`config.mk`:
```
export PLATFORM = sky130hd
export DESIGN_NAME = auto_contrast_ctrl_flat
export DESIGN_NICKNAME = d
export VERILOG_FILES = /design/src/rtl/auto_contrast_pkg.sv /design/src/rtl/auto_contrast_ctrl_if.sv /design/src/rtl/luma_calc.sv /design/src/rtl/auto_contrast_ctrl.sv /design/src/flat_wrapper.sv
export SDC_FILE = /design/constraint.sdc
export NUM_CORES = 1
export LEC_CHECK = 0
export BUFFER_PORTS_ARGS = -buffer_cell sky130_fd_sc_hd__buf_2
export CAP_MARGIN = 10
export CORE_UTILIZATION = 45
export DETAILED_ROUTE_END_ITERATION = 8
export HOLD_SLACK_MARGIN = 0.05
export PLACE_DENSITY_LB_ADDON = 0.05
export RECOVER_POWER = 50
export SKIP_LAST_GASP = 1
export SYNTH_ARGS = -nofsm -noshare
export SYNTH_HDL_FRONTEND = slang
export SYNTH_HIERARCHICAL = 1
export SYNTH_SLANG_ARGS = --single-unit
```
`constraint.sdc`:
```
create_clock -name VGA_CLK -period 5.05 [get_ports VGA_CLK]
set_clock_uncertainty 0.15 [all_clocks]
set_input_delay 1.01 -clock VGA_CLK [delete_from_list [all_inputs] [get_ports VGA_CLK]]
set_output_delay 1.01 -clock VGA_CLK [all_outputs]
set_load 0.05 [all_outputs]
```
`src/rtl/auto_contrast_pkg.sv`:
```
// Shared constants, state type and level-mapping helpers for the auto-contrast controller.
// Build option: AUTO_CONTRAST_SLEW_EN limits each automatic update to a +/-1 level step.
package auto_contrast_pkg;

  localparam logic [3:0] LEVEL_NEUTRAL = 4'd8;

  localparam logic [7:0] SPREAD_TH_L8  = 8'd224;
  localparam logic [7:0] SPREAD_TH_L9  = 8'd192;
  localparam logic [7:0] SPREAD_TH_L10 = 8'd160;
  localparam logic [7:0] SPREAD_TH_L11 = 8'd128;
  localparam logic [7:0] SPREAD_TH_L12 = 8'd112;
  localparam logic [7:0] SPREAD_TH_L13 = 8'd96;
  localparam logic [7:0] SPREAD_TH_L14 = 8'd80;

  typedef enum logic [1:0] {
    StIdle,
    StAccum,
    StUpdate
  } state_e;

  // Narrow luma spread means a flat image, so it gets a stronger contrast boost.
  function automatic logic [3:0] spread_to_level(input logic [7:0] spread);
    logic [3:0] lvl;
    if (spread >= SPREAD_TH_L8) begin
      lvl = 4'd8;
    end else if (spread >= SPREAD_TH_L9) begin
      lvl = 4'd9;
    end else if (spread >= SPREAD_TH_L10) begin
      lvl = 4'd10;
    end else if (spread >= SPREAD_TH_L11) begin
      lvl = 4'd11;
    end else if (spread >= SPREAD_TH_L12) begin
      lvl = 4'd12;
    end else if (spread >= SPREAD_TH_L13) begin
      lvl = 4'd13;
    end else if (spread >= SPREAD_TH_L14) begin
      lvl = 4'd14;
    end else begin
      lvl = 4'd15;
    end
    return lvl;
  endfunction

  function automatic logic [3:0] slew_step(input logic [3:0] cur, input logic [3:0] tgt);
    logic [3:0] nxt;
    if (cur < tgt) begin
      nxt = cur + 4'd1;
    end else if (cur > tgt) begin
      nxt = cur - 4'd1;
    end else begin
      nxt = cur;
    end
    return nxt;
  endfunction

endpackage

```
`src/rtl/auto_contrast_ctrl_if.sv`:
```
// Pixel/control bundle of the auto-contrast controller; master drives pixels, slave is the block.
interface auto_contrast_ctrl_if;

  logic       frame_start;
  logic       pixel_valid;
  logic [7:0] raw_VGA_R;
  logic [7:0] raw_VGA_G;
  logic [7:0] raw_VGA_B;
  logic       auto_en;
  logic [3:0] manual_level;
  logic [3:0] contrast_level;
  logic       level_valid;
  logic [7:0] stat_min;
  logic [7:0] stat_max;

  modport master (
    output frame_start,
    output pixel_valid,
    output raw_VGA_R,
    output raw_VGA_G,
    output raw_VGA_B,
    output auto_en,
    output manual_level,
    input  contrast_level,
    input  level_valid,
    input  stat_min,
    input  stat_max
  );

  modport slave (
    input  frame_start,
    input  pixel_valid,
    input  raw_VGA_R,
    input  raw_VGA_G,
    input  raw_VGA_B,
    input  auto_en,
    input  manual_level,
    output contrast_level,
    output level_valid,
    output stat_min,
    output stat_max
  );

endinterface

```
`src/rtl/luma_calc.sv`:
```
// Combinational luma approximation Y = (R + 2G + B) / 4, truncated.
module luma_calc (
  input  logic [7:0] r_i,
  input  logic [7:0] g_i,
  input  logic [7:0] b_i,
  output logic [7:0] y_o
);

  logic [9:0] sum;

  always_comb begin
    sum = {2'b00, r_i} + {1'b0, g_i, 1'b0} + {2'b00, b_i};
  end

  assign y_o = 8'(sum >> 2);

endmodule

```
`src/rtl/auto_contrast_ctrl.sv`:
```
// Per-frame luma min/max statistics driving an automatic or manual contrast level.
// Build option: AUTO_CONTRAST_SLEW_EN makes automatic updates step by at most one level.
module auto_contrast_ctrl
  import auto_contrast_pkg::*;
(
  input  logic                 VGA_CLK,
  input  logic                 reset,
  auto_contrast_ctrl_if.slave  acc_if
);

  logic [7:0] luma;

  luma_calc u_luma_calc (
    .r_i (acc_if.raw_VGA_R),
    .g_i (acc_if.raw_VGA_G),
    .b_i (acc_if.raw_VGA_B),
    .y_o (luma)
  );

  state_e     state_q, state_d;
  logic [7:0] acc_min_q, acc_min_d;
  logic [7:0] acc_max_q, acc_max_d;
  logic       seen_q, seen_d;
  logic [7:0] snap_min_q, snap_min_d;
  logic [7:0] snap_max_q, snap_max_d;
  logic       snap_seen_q, snap_seen_d;
  logic [3:0] level_q, level_d;
  logic       level_valid_q, level_valid_d;

  logic [7:0] spread;
  logic [3:0] target;
  logic [3:0] level_new;

  assign spread = snap_max_q - snap_min_q;
  assign target = spread_to_level(spread);

`ifdef AUTO_CONTRAST_SLEW_EN
  assign level_new = slew_step(level_q, target);
`else
  assign level_new = target;
`endif

  always_comb begin
    state_d       = state_q;
    acc_min_d     = acc_min_q;
    acc_max_d     = acc_max_q;
    seen_d        = seen_q;
    snap_min_d    = snap_min_q;
    snap_max_d    = snap_max_q;
    snap_seen_d   = snap_seen_q;
    level_d       = level_q;
    level_valid_d = 1'b0;

    if (!acc_if.auto_en) begin
      level_d = acc_if.manual_level;
    end else if (state_q == StUpdate && snap_seen_q) begin
      level_d       = level_new;
      level_valid_d = 1'b1;
    end

    if (state_q != StIdle && acc_if.pixel_valid) begin
      acc_min_d = (luma < acc_min_q) ? luma : acc_min_q;
      acc_max_d = (luma > acc_max_q) ? luma : acc_max_q;
      seen_d    = 1'b1;
    end

    unique case (state_q)
      StIdle: begin
        if (acc_if.frame_start) state_d = StAccum;
      end
      StAccum, StUpdate: begin
        if (acc_if.frame_start) begin
          snap_min_d  = acc_min_q;
          snap_max_d  = acc_max_q;
          snap_seen_d = seen_q;
          // A pixel on the frame_start cycle opens the new frame.
          if (acc_if.pixel_valid) begin
            acc_min_d = luma;
            acc_max_d = luma;
            seen_d    = 1'b1;
          end else begin
            acc_min_d = 8'hFF;
            acc_max_d = 8'h00;
            seen_d    = 1'b0;
          end
          state_d = StUpdate;
        end else if (state_q == StUpdate) begin
          state_d = StAccum;
        end
      end
      default: state_d = StIdle;
    endcase
  end

  always_ff @(posedge VGA_CLK) begin
    if (reset) begin
      state_q       <= StIdle;
      acc_min_q     <= 8'hFF;
      acc_max_q     <= 8'h00;
      seen_q        <= 1'b0;
      snap_min_q    <= 8'h00;
      snap_max_q    <= 8'h00;
      snap_seen_q   <= 1'b0;
      level_q       <= LEVEL_NEUTRAL;
      level_valid_q <= 1'b0;
    end else begin
      state_q       <= state_d;
      acc_min_q     <= acc_min_d;
      acc_max_q     <= acc_max_d;
      seen_q        <= seen_d;
      snap_min_q    <= snap_min_d;
      snap_max_q    <= snap_max_d;
      snap_seen_q   <= snap_seen_d;
      level_q       <= level_d;
      level_valid_q <= level_valid_d;
    end
  end

  // The snapshot registers are the published statistics of the last completed frame.
  assign acc_if.contrast_level = level_q;
  assign acc_if.level_valid    = level_valid_q;
  assign acc_if.stat_min       = snap_min_q;
  assign acc_if.stat_max       = snap_max_q;

endmodule

```
`src/flat_wrapper.sv`:
```
// flat-port wrapper written by rule: the top's interface ports become plain ports
module auto_contrast_ctrl_flat import auto_contrast_pkg::*;
  (VGA_CLK, reset, acc_if_frame_start, acc_if_pixel_valid, acc_if_raw_VGA_R, acc_if_raw_VGA_G, acc_if_raw_VGA_B, acc_if_auto_en, acc_if_manual_level, acc_if_contrast_level, acc_if_level_valid, acc_if_stat_min, acc_if_stat_max);
  auto_contrast_ctrl_if acc_if_i ();
  input  logic VGA_CLK;
  input  logic reset;
  input wire logic [$bits(acc_if_i.frame_start)-1:0] acc_if_frame_start;
  input wire logic [$bits(acc_if_i.pixel_valid)-1:0] acc_if_pixel_valid;
  input wire logic [$bits(acc_if_i.raw_VGA_R)-1:0] acc_if_raw_VGA_R;
  input wire logic [$bits(acc_if_i.raw_VGA_G)-1:0] acc_if_raw_VGA_G;
  input wire logic [$bits(acc_if_i.raw_VGA_B)-1:0] acc_if_raw_VGA_B;
  input wire logic [$bits(acc_if_i.auto_en)-1:0] acc_if_auto_en;
  input wire logic [$bits(acc_if_i.manual_level)-1:0] acc_if_manual_level;
  output wire logic [$bits(acc_if_i.contrast_level)-1:0] acc_if_contrast_level;
  output wire logic [$bits(acc_if_i.level_valid)-1:0] acc_if_level_valid;
  output wire logic [$bits(acc_if_i.stat_min)-1:0] acc_if_stat_min;
  output wire logic [$bits(acc_if_i.stat_max)-1:0] acc_if_stat_max;
  assign acc_if_i.frame_start = acc_if_frame_start;
  assign acc_if_i.pixel_valid = acc_if_pixel_valid;
  assign acc_if_i.raw_VGA_R = acc_if_raw_VGA_R;
  assign acc_if_i.raw_VGA_G = acc_if_raw_VGA_G;
  assign acc_if_i.raw_VGA_B = acc_if_raw_VGA_B;
  assign acc_if_i.auto_en = acc_if_auto_en;
  assign acc_if_i.manual_level = acc_if_manual_level;
  assign acc_if_contrast_level = acc_if_i.contrast_level;
  assign acc_if_level_valid = acc_if_i.level_valid;
  assign acc_if_stat_min = acc_if_i.stat_min;
  assign acc_if_stat_max = acc_if_i.stat_max;
  auto_contrast_ctrl u_core (.VGA_CLK(VGA_CLK), .reset(reset), .acc_if(acc_if_i));
endmodule
```
==> impl_metrics.env, run 1 <==
export IMPL_status="complete, no violations"
export IMPL_muxShareOfSynthArea_pct=0
export IMPL_dr_first_iter_drc_count=113
export IMPL_cts_resized_gates=0
export IMPL_fmax_mhz=223
export IMPL_core_area_sq_um=5640
export IMPL_ff2ff_setup_slack_ns=2.60
export IMPL_synth_seq_area_share_pct=30.4
export IMPL_dp_cells=433
export IMPL_yosysWarnings=6
export IMPL_netlist_top_cell_by_area="dfxtp_1"
export IMPL_path_clk_slew_ns=0.08
export IMPL_grt_max_degree=29
export IMPL_fin_area_sq_um=3110
export IMPL_synth_compound_area_share_pct=23.6
export IMPL_grt_pass1_vias=2179
export IMPL_setup_viol=0
export IMPL_cp_startpoint="acc_if_raw_VGA_B[1]"
export IMPL_routed_via_density=5.29
export IMPL_worstPathMaxFanout=8
export IMPL_pin_count=54
export IMPL_synth_seq_cells=41
export IMPL_period_share_pct=89.0
export IMPL_grt_usage_pct=19.3
export IMPL_synthFlopType="dfxtp_1"
export IMPL_ys_top_cells_by_area="dfxtp_1, ha_1, nand2_1"
export IMPL_postCtsSetupRepairBufs=0
export IMPL_rsz0062_at_grt="no"
export IMPL_synthAdderAreaFrac_pct=21.5
export IMPL_die_w_um=79.5
export IMPL_peakVddDrop_v=0.000215
export IMPL_rr_endpoint="u_core/acc_if.contrast_level[0]"
export IMPL_maxSlewHeadroom_pct=16.4
export IMPL_synth_top_family_by_area="compound AO/OA/AOI/OAI gates"
export IMPL_instances_no_fill=441
export IMPL_synth_xor_area_share_pct=2.55
export IMPL_syn_avg_cell_area_sq_um=8.58
export IMPL_fp_dieH_um=79.5
export IMPL_dieArea_sq_um=6320
export IMPL_drv_slew=0
export IMPL_wl_um=5570
export IMPL_fin_util_pct=55.1
export IMPL_dr_pass1_iters=4
export IMPL_finalSetupTns_ns=0
export IMPL_r2r_cells=10
export IMPL_numCtsBuffers=5
export IMPL_cp_data_required_time_ns=5.13
export IMPL_antenna_diode_count=0
export IMPL_syn_nets=389
export IMPL_cts_buffer_depth=2
export IMPL_ys_async_sr_fraction_pct=0
export IMPL_grt_overflow=0
export IMPL_numPortBuffers=53
export IMPL_synth_simple_gate_area_share_pct=16.2
export IMPL_dpl_cell_area_sq_um=3040
export IMPL_setup_ws_ns=0.558
export IMPL_remaining_drc_errors=0
export IMPL_crit_top_cell="a21o_1"
export IMPL_start_kind="input pin"
export IMPL_grt_pass1_wl_um=9660
export IMPL_cts_root_buf="clkbuf_8"
export IMPL_start_util_pct=47.9
export IMPL_area_growth_pct=14.9
export IMPL_gp_congestion=0.748
export IMPL_critPathArrivalTime_ns=4.58
export IMPL_pre_cts_ws_ns=0.264
export IMPL_maxCapViolCount=0
export IMPL_place_hpwl_um=4420
export IMPL_hold_viol=0
export IMPL_cts_tree="yes"
export IMPL_power_density_nw_per_um2=336
export IMPL_nets=442
export IMPL_ctsHoldBuffers=0
export IMPL_htreeDepth=2
export IMPL_crit_path_end_kind="register"
export IMPL_yosysUniqueCellTypes=46
export IMPL_clock_latency_ns=0.29
export IMPL_synth_top_area_share_pct=30.4
export IMPL_cp_slowest_cell="fa_1"
export IMPL_cp_endpoint="u_core/acc_min_q[7]"
export IMPL_syn_area_sq_um=2700
export IMPL_synthCells=315
export IMPL_ant_nets=0
export IMPL_wl_per_cell_um=12.6
export IMPL_vias=2334
export IMPL_worst_pin_slew_ns=1.25
export IMPL_clkSinkCount=41
export IMPL_num_rows=27
export IMPL_min_delay_path_class="reg2reg"
export IMPL_drive_gt1_share_pct=16.0
export IMPL_worst_path_largest_cell_delay_ns=0.56
export IMPL_antenna_found_initial=0
export IMPL_synth_edf_count=0
export IMPL_path_cells="buf_2, inv_1, fa_1, nor2_1, fa_1, a21o_1, a21oi_2, a2bb2oi_1, a22oi_1, ha_1, a21o_1, a21o_1, a211oi_1, o31a_1, nand2b_1, o22a_1"
export IMPL_min_period_ns=4.49
export IMPL_p_leak_nw=1.42
export IMPL_path_class="in2reg"
export IMPL_r2r_start="u_core/acc_if.stat_max[0]"
## report_power, final
group,internal [mW],switching (mW),leakage (nW),total (mW)
combinational,0.188,0.270,1.04,0.457
clock,0.0960,0.113,0.0450,0.209
sequential,0.354,0.0234,0.334,0.378
## how the worst min path moves through the flow
stage / from / to / slack [ns] / cells after the start
detailed placement: u_core/seen_q / u_core/snap_seen_q / 0.31 / 2
global placement: u_core/seen_q / u_core/snap_seen_q / 0.31 / 2
finish: u_core/seen_q / u_core/snap_seen_q / 0.31 / 2
global route: u_core/acc_if.stat_max[0] / u_core/acc_if.stat_max[0] / 0.34 / 2
floorplan: u_core/seen_q / u_core/snap_seen_q / 0.28 / 2
CTS: u_core/seen_q / u_core/snap_seen_q / 0.32 / 2
## worst max-delay path: cells and delay by family
family                   cells  cell delay (ns)
adder cells (fa/ha/maj)      3             1.30
AND/OR/NAND/NOR              2             0.35
AO/OA/AOI/OAI                9             1.79
buffers and inverters        2             0.11
## cells in the mapped netlist (5+ instances only)
library cell	number
a22o_1	8
a21o_1	8
inv_1	32
dfxtp_1	41
o21a_1	5
ha_1	32
fa_1	9
nand2b_1	9
clkbuf_1	5
nor2_1	17
o21ai_0	7
o22a_1	8
a21oi_1	28
nand2_1	49
## logic make-up after synthesis
family                     count (synthesis)
AOI/OAI and AO/OA                         90
xor gates and xnor gates                   7
adders and majority gates                 41
buffers and inverters                     41
DFF                                       41
and+or+nand+nor                           95
## placed cells by master (no fill, tap or decap), types with 4 or more instances in the layout
| cell type | Yosys | layout |
|---|---|---|
| inv_1 | 32 | 32 |
| fa_1 | 9 | 9 |
| xnor2_1 | 4 | 4 |
| o21a_1 | 5 | 5 |
| nand2b_1 | 9 | 9 |
| a21o_1 | 8 | 8 |
| a22o_1 | 8 | 8 |
| nand2_1 | 49 | 49 |
| clkbuf_1 | 5 | 11 |
| a211oi_1 | 4 | 4 |
| dfxtp_1 | 41 | 41 |
| ha_1 | 32 | 32 |
| clkbuf_8 | 0 | 5 |
| o22a_1 | 8 | 8 |
| o21ai_0 | 7 | 7 |
| a21oi_1 | 28 | 28 |
| buf_2 | 3 | 43 |
| nor2_1 | 17 | 17 |
| nor2b_1 | 4 | 4 |
## per-layer routing
metal	share of wire, %	global-route usage (%)	vias to the layer above	wire (um)
li1	-	-	1194	-
met1	51	26.1	1101	2840
met2	45	31.7	37	2490
met3	3.8	3.54	2	214
met4	0.43	4.55	0	24
met5	0	0	-	0
## state kept, by name, summed over array words and instances (netlist names)
signal / count
u_core/acc_max_q: 8
u_core/acc_if.stat_max: 8
u_core/acc_if.level_valid: 1
u_core/acc_min_q: 8
u_core/acc_if.stat_min: 8
u_core/snap_seen_q: 1
u_core/acc_if.contrast_level: 4
u_core/state_q: 2
u_core/seen_q: 1
## layout make-up
class                      instances  area (sq um)
fill                             575          2530
multi-input combinational        233          1730
sequential                        41           821
timing repair buffer              55           268
tap                               72          90.1
clock inverter                     2          10.0
inverter                          32           120
clock buffer                       6          72.6
## stage by stage
stage          hold slack, ns  power, mW
3_5_place_dp            0.310      0.841
3_3_place_gp            0.305      0.838
2_1_floorplan           0.282      0.735
5_1_grt                 0.343       1.13
6_report                0.313       1.04
4_1_cts                 0.318       1.05
Power figures use the tool's default switching activity.
==> inputs of run 2 (changes only) <==
SYNTH_HIERARCHICAL = unset   (was 1)
==> impl_metrics.env, run 2 <==
export IMPL_cts_resized_gates=0
export IMPL_min_period_ns=4.56
export IMPL_postCtsSetupRepairBufs=0
export IMPL_numPortBuffers=53
export IMPL_critPathArrivalTime_ns=4.54
export IMPL_finalSetupTns_ns=0
export IMPL_hp_start="u_core.acc_min_q[6]"
export IMPL_grt_pass1_vias=2322
export IMPL_grt_max_degree=33
export IMPL_clock_latency_ns=0.29
export IMPL_cp_endpoint="u_core.acc_max_q[5]"
export IMPL_instances_no_fill=469
export IMPL_cts_buffer_depth=2
export IMPL_maxCapViolCount=0
export IMPL_synth_seq_cells=41
export IMPL_ff2ff_setup_slack_ns=2.52
export IMPL_worst_pin_slew_ns=1.47
export IMPL_yosysWarnings=0
export IMPL_synth_edf_count=0
export IMPL_status="complete, no violations"
export IMPL_start_kind="input pin"
export IMPL_ys_top_cells_by_area="dfxtp_1, ha_1, nand2_1"
export IMPL_syn_avg_cell_area_sq_um=8.09
export IMPL_grt_overflow=0
export IMPL_dr_first_iter_drc_count=68
export IMPL_drv_slew=0
export IMPL_path_class="in2reg"
export IMPL_wl_um=5880
export IMPL_yosysUniqueCellTypes=46
export IMPL_die_w_um=80.3
export IMPL_r2r_cells=7
export IMPL_remaining_drc_errors=0
export IMPL_path_clk_slew_ns=0.08
export IMPL_core_area_sq_um=5920
export IMPL_layout_common_cells="nand2_1, buf_2, dfxtp_1"
export IMPL_final_common_cell="nand2_1"
export IMPL_fmax_mhz=219
export IMPL_setup_viol=0
export IMPL_dieArea_sq_um=6450
export IMPL_gp_congestion=0.793
export IMPL_antenna_diode_count=0
export IMPL_synthTopCellsByCount="nand2_1, dfxtp_1, inv_1, a21oi_1, ha_1"
export IMPL_min_delay_path_class="reg2reg"
export IMPL_rr_endpoint="u_core.acc_min_q[5]"
export IMPL_ant_nets=0
export IMPL_drive_gt1_share_pct=13.5
export IMPL_routed_via_density=5.25
export IMPL_nets=467
export IMPL_place_hpwl_um=4610
export IMPL_dr_pass1_iters=4
export IMPL_maxSlewHeadroom_pct=2.11
export IMPL_dp_cells=461
export IMPL_pin_count=54
export IMPL_synthFlopType="dfxtp_1"
export IMPL_power_density_nw_per_um2=387
export IMPL_synth_top_area_share_pct=29.8
export IMPL_setup_ws_ns=0.486
export IMPL_fin_hold_ws_ns=0.308
export IMPL_wl_per_cell_um=12.5
export IMPL_synthCells=341
export IMPL_start_util_pct=46.6
export IMPL_grt_usage_pct=20.1
export IMPL_netlist_top_cell_by_area="dfxtp_1"
export IMPL_cp_startpoint="acc_if_raw_VGA_B[2]"
export IMPL_fp_dieH_um=80.3
export IMPL_antenna_found_initial=0
export IMPL_total_power_mw=1.24
export IMPL_num_rows=28
export IMPL_rsz0062_at_grt="no"
export IMPL_hold_viol=0
export IMPL_r2r_start="u_core.state_q[0]"
export IMPL_p_leak_nw=1.42
export IMPL_vias=2461
export IMPL_peakVddDrop_v=0.000145
export IMPL_ys_async_sr_fraction_pct=0
export IMPL_htreeDepth=2
export IMPL_syn_nets=415
export IMPL_syn_area_sq_um=2760
export IMPL_synth_seq_area_share_pct=29.8
export IMPL_crit_path_end_kind="register"
export IMPL_pre_cts_ws_ns=0.210
export IMPL_cp_data_required_time_ns=5.03
export IMPL_period_share_pct=90.4
export IMPL_fill_cells=605
export IMPL_grt_pass1_wl_um=10100
export IMPL_cts_tree="yes"
export IMPL_synth_most_common_cell="nand2_1"
export IMPL_numCtsBuffers=5
export IMPL_clkSinkCount=41
export IMPL_area_growth_pct=16.4
export IMPL_worstPathMaxFanout=8
export IMPL_cts_root_buf="clkbuf_8"
export IMPL_ctsHoldBuffers=0
-- run 2: final cells by class --
type                    instances  area (sq um)  area share, %
repair buffers                 54           259           8.06
inverters                      39           146           4.56
flip-flops and latches         41           821           25.6
multi-input cells             252          1760           54.7
clock inverters                 3          65.1           2.03
clock buffers                   5          68.8           2.14
well taps                      75          93.8           2.92
-- run 2: how the worst min path moves through the flow --
stage / to / depth (start not counted)
2_1_floorplan: u_core.acc_if.stat_min[5] / 2
3_3_place_gp: u_core.snap_seen_q / 2
3_5_place_dp: u_core.acc_if.stat_min[6] / 2
4_1_cts: u_core.acc_if.stat_min[6] / 2
5_1_grt: u_core.acc_if.stat_min[6] / 2
6_report: u_core.acc_if.stat_min[6] / 2
-- run 2: worst max-delay path: stages --
cell,delay (ns)
buf_2,0.11
fa_1,0.56
inv_1,0.06
fa_1,0.46
nor2b_1,0.12
o21ai_1,0.08
a21oi_1,0.22
o21ai_0,0.19
and2_1,0.20
ha_1,0.29
a211o_1,0.26
a21oi_1,0.20
a31oi_1,0.15
a22o_1,0.34
a32oi_1,0.23
nor2_1,0.05
-- run 2: metal layers --
layer	up-vias	global-route usage (%)	part of all wire, %
met5	-	0	0
met4	0	6.43	1.3
met3	6	3.07	3.5
met2	64	35.5	46
met1	1113	25.0	49
li1	1278	-	-
-- run 2: cells by family (layout without fill, tap and decap cells) --
family / Yosys count / after routing / share of synthesized area (%)
DFF: 41 / 41 / 29.8
AOI/OAI and AO/OA: 90 / 90 / 20.9
xor gates and xnor gates: 8 / 8 / 2.54
adders and majority gates: 41 / 41 / 21.0
and+or+nand+nor: 113 / 113 / 19.2
buffers and inverters: 48 / 101 / 6.53
-- run 2: stage by stage --
stage               utilization [%]  cell area (sq um)
finish                         54.2               3210
global route                   54.2               3210
CTS                            54.5               3230
detailed placement             52.2               3090
global placement               52.2               3090
floorplan                         -               2760
-- run 2: power breakdown --
group	leakage (nW)	switching, mW	internal, mW
clock	0.0681	0.116	0.196
combinational	1.02	0.323	0.208
sequential	0.335	0.0329	0.366
total	1.42	0.472	0.770
==> inputs of run 3 (changes only) <==
CTS_BUF_LIST = sky130_fd_sc_hd__clkbuf_4 sky130_fd_sc_hd__clkbuf_8   (was unset)
SETUP_SLACK_MARGIN = 0.5   (was unset)
TNS_END_PERCENT = 5   (was unset)
==> impl_metrics.env, run 3 (synthesis gave the netlist of run 2 again) <==
export IMPL_status="complete, no violations"
export IMPL_total_power_mw=1.26
export IMPL_hold_depth=2
export IMPL_gp_congestion=0.793
export IMPL_min_delay_path_class="reg2reg"
export IMPL_fmax_mhz=227
export IMPL_cp_data_required_time_ns=5.03
export IMPL_instances_no_fill=469
export IMPL_remaining_drc_errors=0
export IMPL_grt_overflow=0
export IMPL_wl_per_cell_um=12.6
export IMPL_start_kind="input pin"
export IMPL_numCtsBuffers=5
export IMPL_place_hpwl_um=4610
export IMPL_cts_root_buf="clkbuf_8"
export IMPL_fp_dieH_um=80.3
export IMPL_path_cells="buf_2, fa_1, ha_1, nor2b_1, o21ai_1, a21oi_2, or3_1, and2_1, ha_1, a211o_1, a21oi_2, a31oi_2, a22o_2, a32oi_1, nor2_1"
export IMPL_die_w_um=80.3
export IMPL_drv_slew=0
export IMPL_cp_endpoint="u_core.acc_max_q[5]"
export IMPL_grt_usage_pct=20.1
export IMPL_routed_via_density=5.25
export IMPL_p_leak_nw=1.40
export IMPL_wl_um=5920
export IMPL_clock_latency_ns=0.29
export IMPL_worst_pin_slew_ns=1.47
export IMPL_grt_max_degree=33
export IMPL_num_rows=28
export IMPL_ant_nets=0
export IMPL_cp_depth=15
export IMPL_fin_hold_ws_ns=0.308
export IMPL_worst_path_largest_cell_delay_ns=0.47
export IMPL_ff2ff_setup_slack_ns=2.62
export IMPL_maxCapViolCount=0
export IMPL_r2r_cells=6
export IMPL_cts_tree="yes"
export IMPL_finalSetupTns_ns=0
export IMPL_vias=2462
export IMPL_core_area_sq_um=5920
export IMPL_critPathArrivalTime_ns=4.38
export IMPL_pin_count=54
export IMPL_nets=467
export IMPL_antenna_diode_count=0
export IMPL_min_period_ns=4.40
export IMPL_path_clk_slew_ns=0.08
export IMPL_layout_common_cells="nand2_1, dfxtp_1, inv_1"
export IMPL_multi_input_area_sq_um=1790
export IMPL_cts_buffer_depth=2
export IMPL_grt_pass1_vias=2322
export IMPL_fill_cells=609
export IMPL_r2r_start="u_core.state_q[1]"
export IMPL_hold_viol=0
export IMPL_peakVddDrop_v=0.000146
export IMPL_start_util_pct=46.6
export IMPL_rsz0062_at_grt="yes"
export IMPL_power_density_nw_per_um2=390
export IMPL_drive_gt1_share_pct=13.5
export IMPL_period_share_pct=87.2
export IMPL_worst_path_buf_inv=1
export IMPL_htreeDepth=2
export IMPL_area_growth_pct=17.3
export IMPL_dp_cells=461
export IMPL_dr_pass1_iters=4
export IMPL_crit_path_end_kind="register"
export IMPL_fin_util_pct=54.7
export IMPL_maxSlewHeadroom_pct=2.31
export IMPL_path_delay_family="compound AO/OA/AOI/OAI gates"
export IMPL_cp_startpoint="acc_if_raw_VGA_B[3]"
export IMPL_worstPathMaxFanout=8
export IMPL_final_common_cell="nand2_1"
export IMPL_dieArea_sq_um=6450
export IMPL_path_class="in2reg"
export IMPL_numPortBuffers=53
export IMPL_seqCellArea_sq_um=821
export IMPL_setup_viol=0
export IMPL_dr_first_iter_drc_count=74
export IMPL_ctsHoldBuffers=0
export IMPL_rr_endpoint="u_core.acc_min_q[5]"
export IMPL_clkSinkCount=41
export IMPL_cp_slowest_cell="fa_1"
export IMPL_antenna_found_initial=0
export IMPL_grt_pass1_wl_um=10100
run 3: cell count changes in the layout (fill, tap and decap cells not counted), sizes merged:
cell,change
clkbuf,+6
buf,-6
run 3: worst min-delay path by stage:
| stage | start | slack, ns | endpoint |
|---|---|---|---|
| 2_1_floorplan | u_core.acc_min_q[5] | 0.28 | u_core.acc_if.stat_min[5] |
| 5_1_grt | u_core.acc_min_q[6] | 0.33 | u_core.acc_if.stat_min[6] |
| 6_report | u_core.acc_min_q[6] | 0.31 | u_core.acc_if.stat_min[6] |
| 3_3_place_gp | u_core.seen_q | 0.29 | u_core.snap_seen_q |
| 3_5_place_dp | u_core.acc_min_q[6] | 0.30 | u_core.acc_if.stat_min[6] |
| 4_1_cts | u_core.acc_min_q[6] | 0.31 | u_core.acc_if.stat_min[6] |
run 3: layout make-up:
| type | instances | area share [%] |
|---|---|---|
| multi-input cells | 252 | 55.3 |
| flip-flops and latches | 41 | 25.4 |
| repair buffers | 54 | 7.77 |
| inverters | 39 | 4.52 |
| well taps | 75 | 2.90 |
| clock buffers | 5 | 2.13 |
| clock inverters | 3 | 2.01 |
run 3: worst min-delay path, delay by kind of cell, from the launching register on:
kind            cells  cell delay, ns
simple gates        1            0.05
flops               1            0.32
compound gates      1            0.05
run 3: per-stage QoR:
| stage | cell area [sq um] | setup WS [ns] |
|---|---|---|
| 2_1_floorplan | 2760 | 0.721 |
| 3_3_place_gp | 3090 | 0.281 |
| 3_5_place_dp | 3090 | 0.210 |
| 4_1_cts | 3230 | 0.532 |
| 5_1_grt | 3240 | 0.427 |
| 6_report | 3240 | 0.648 |
run 3: what timing repair did:
action,4_1_cts,5_1_grt
buffers inserted,0,0
gates resized for setup,0,8
endpoints found under the setup margin,0,16
endpoints found under the hold margin,0,0
run 3: metal layers:
layer  share of wire (%)  track usage (%)
met1                  49             25.0
met2                  46             35.5
met3                 3.1             3.07
met4                 1.3             6.43
met5                   0                0
run 3: report_power, final:
group | internal (mW) | switching [mW]
clock | 0.196 | 0.116
combinational | 0.214 | 0.336
sequential | 0.366 | 0.0331
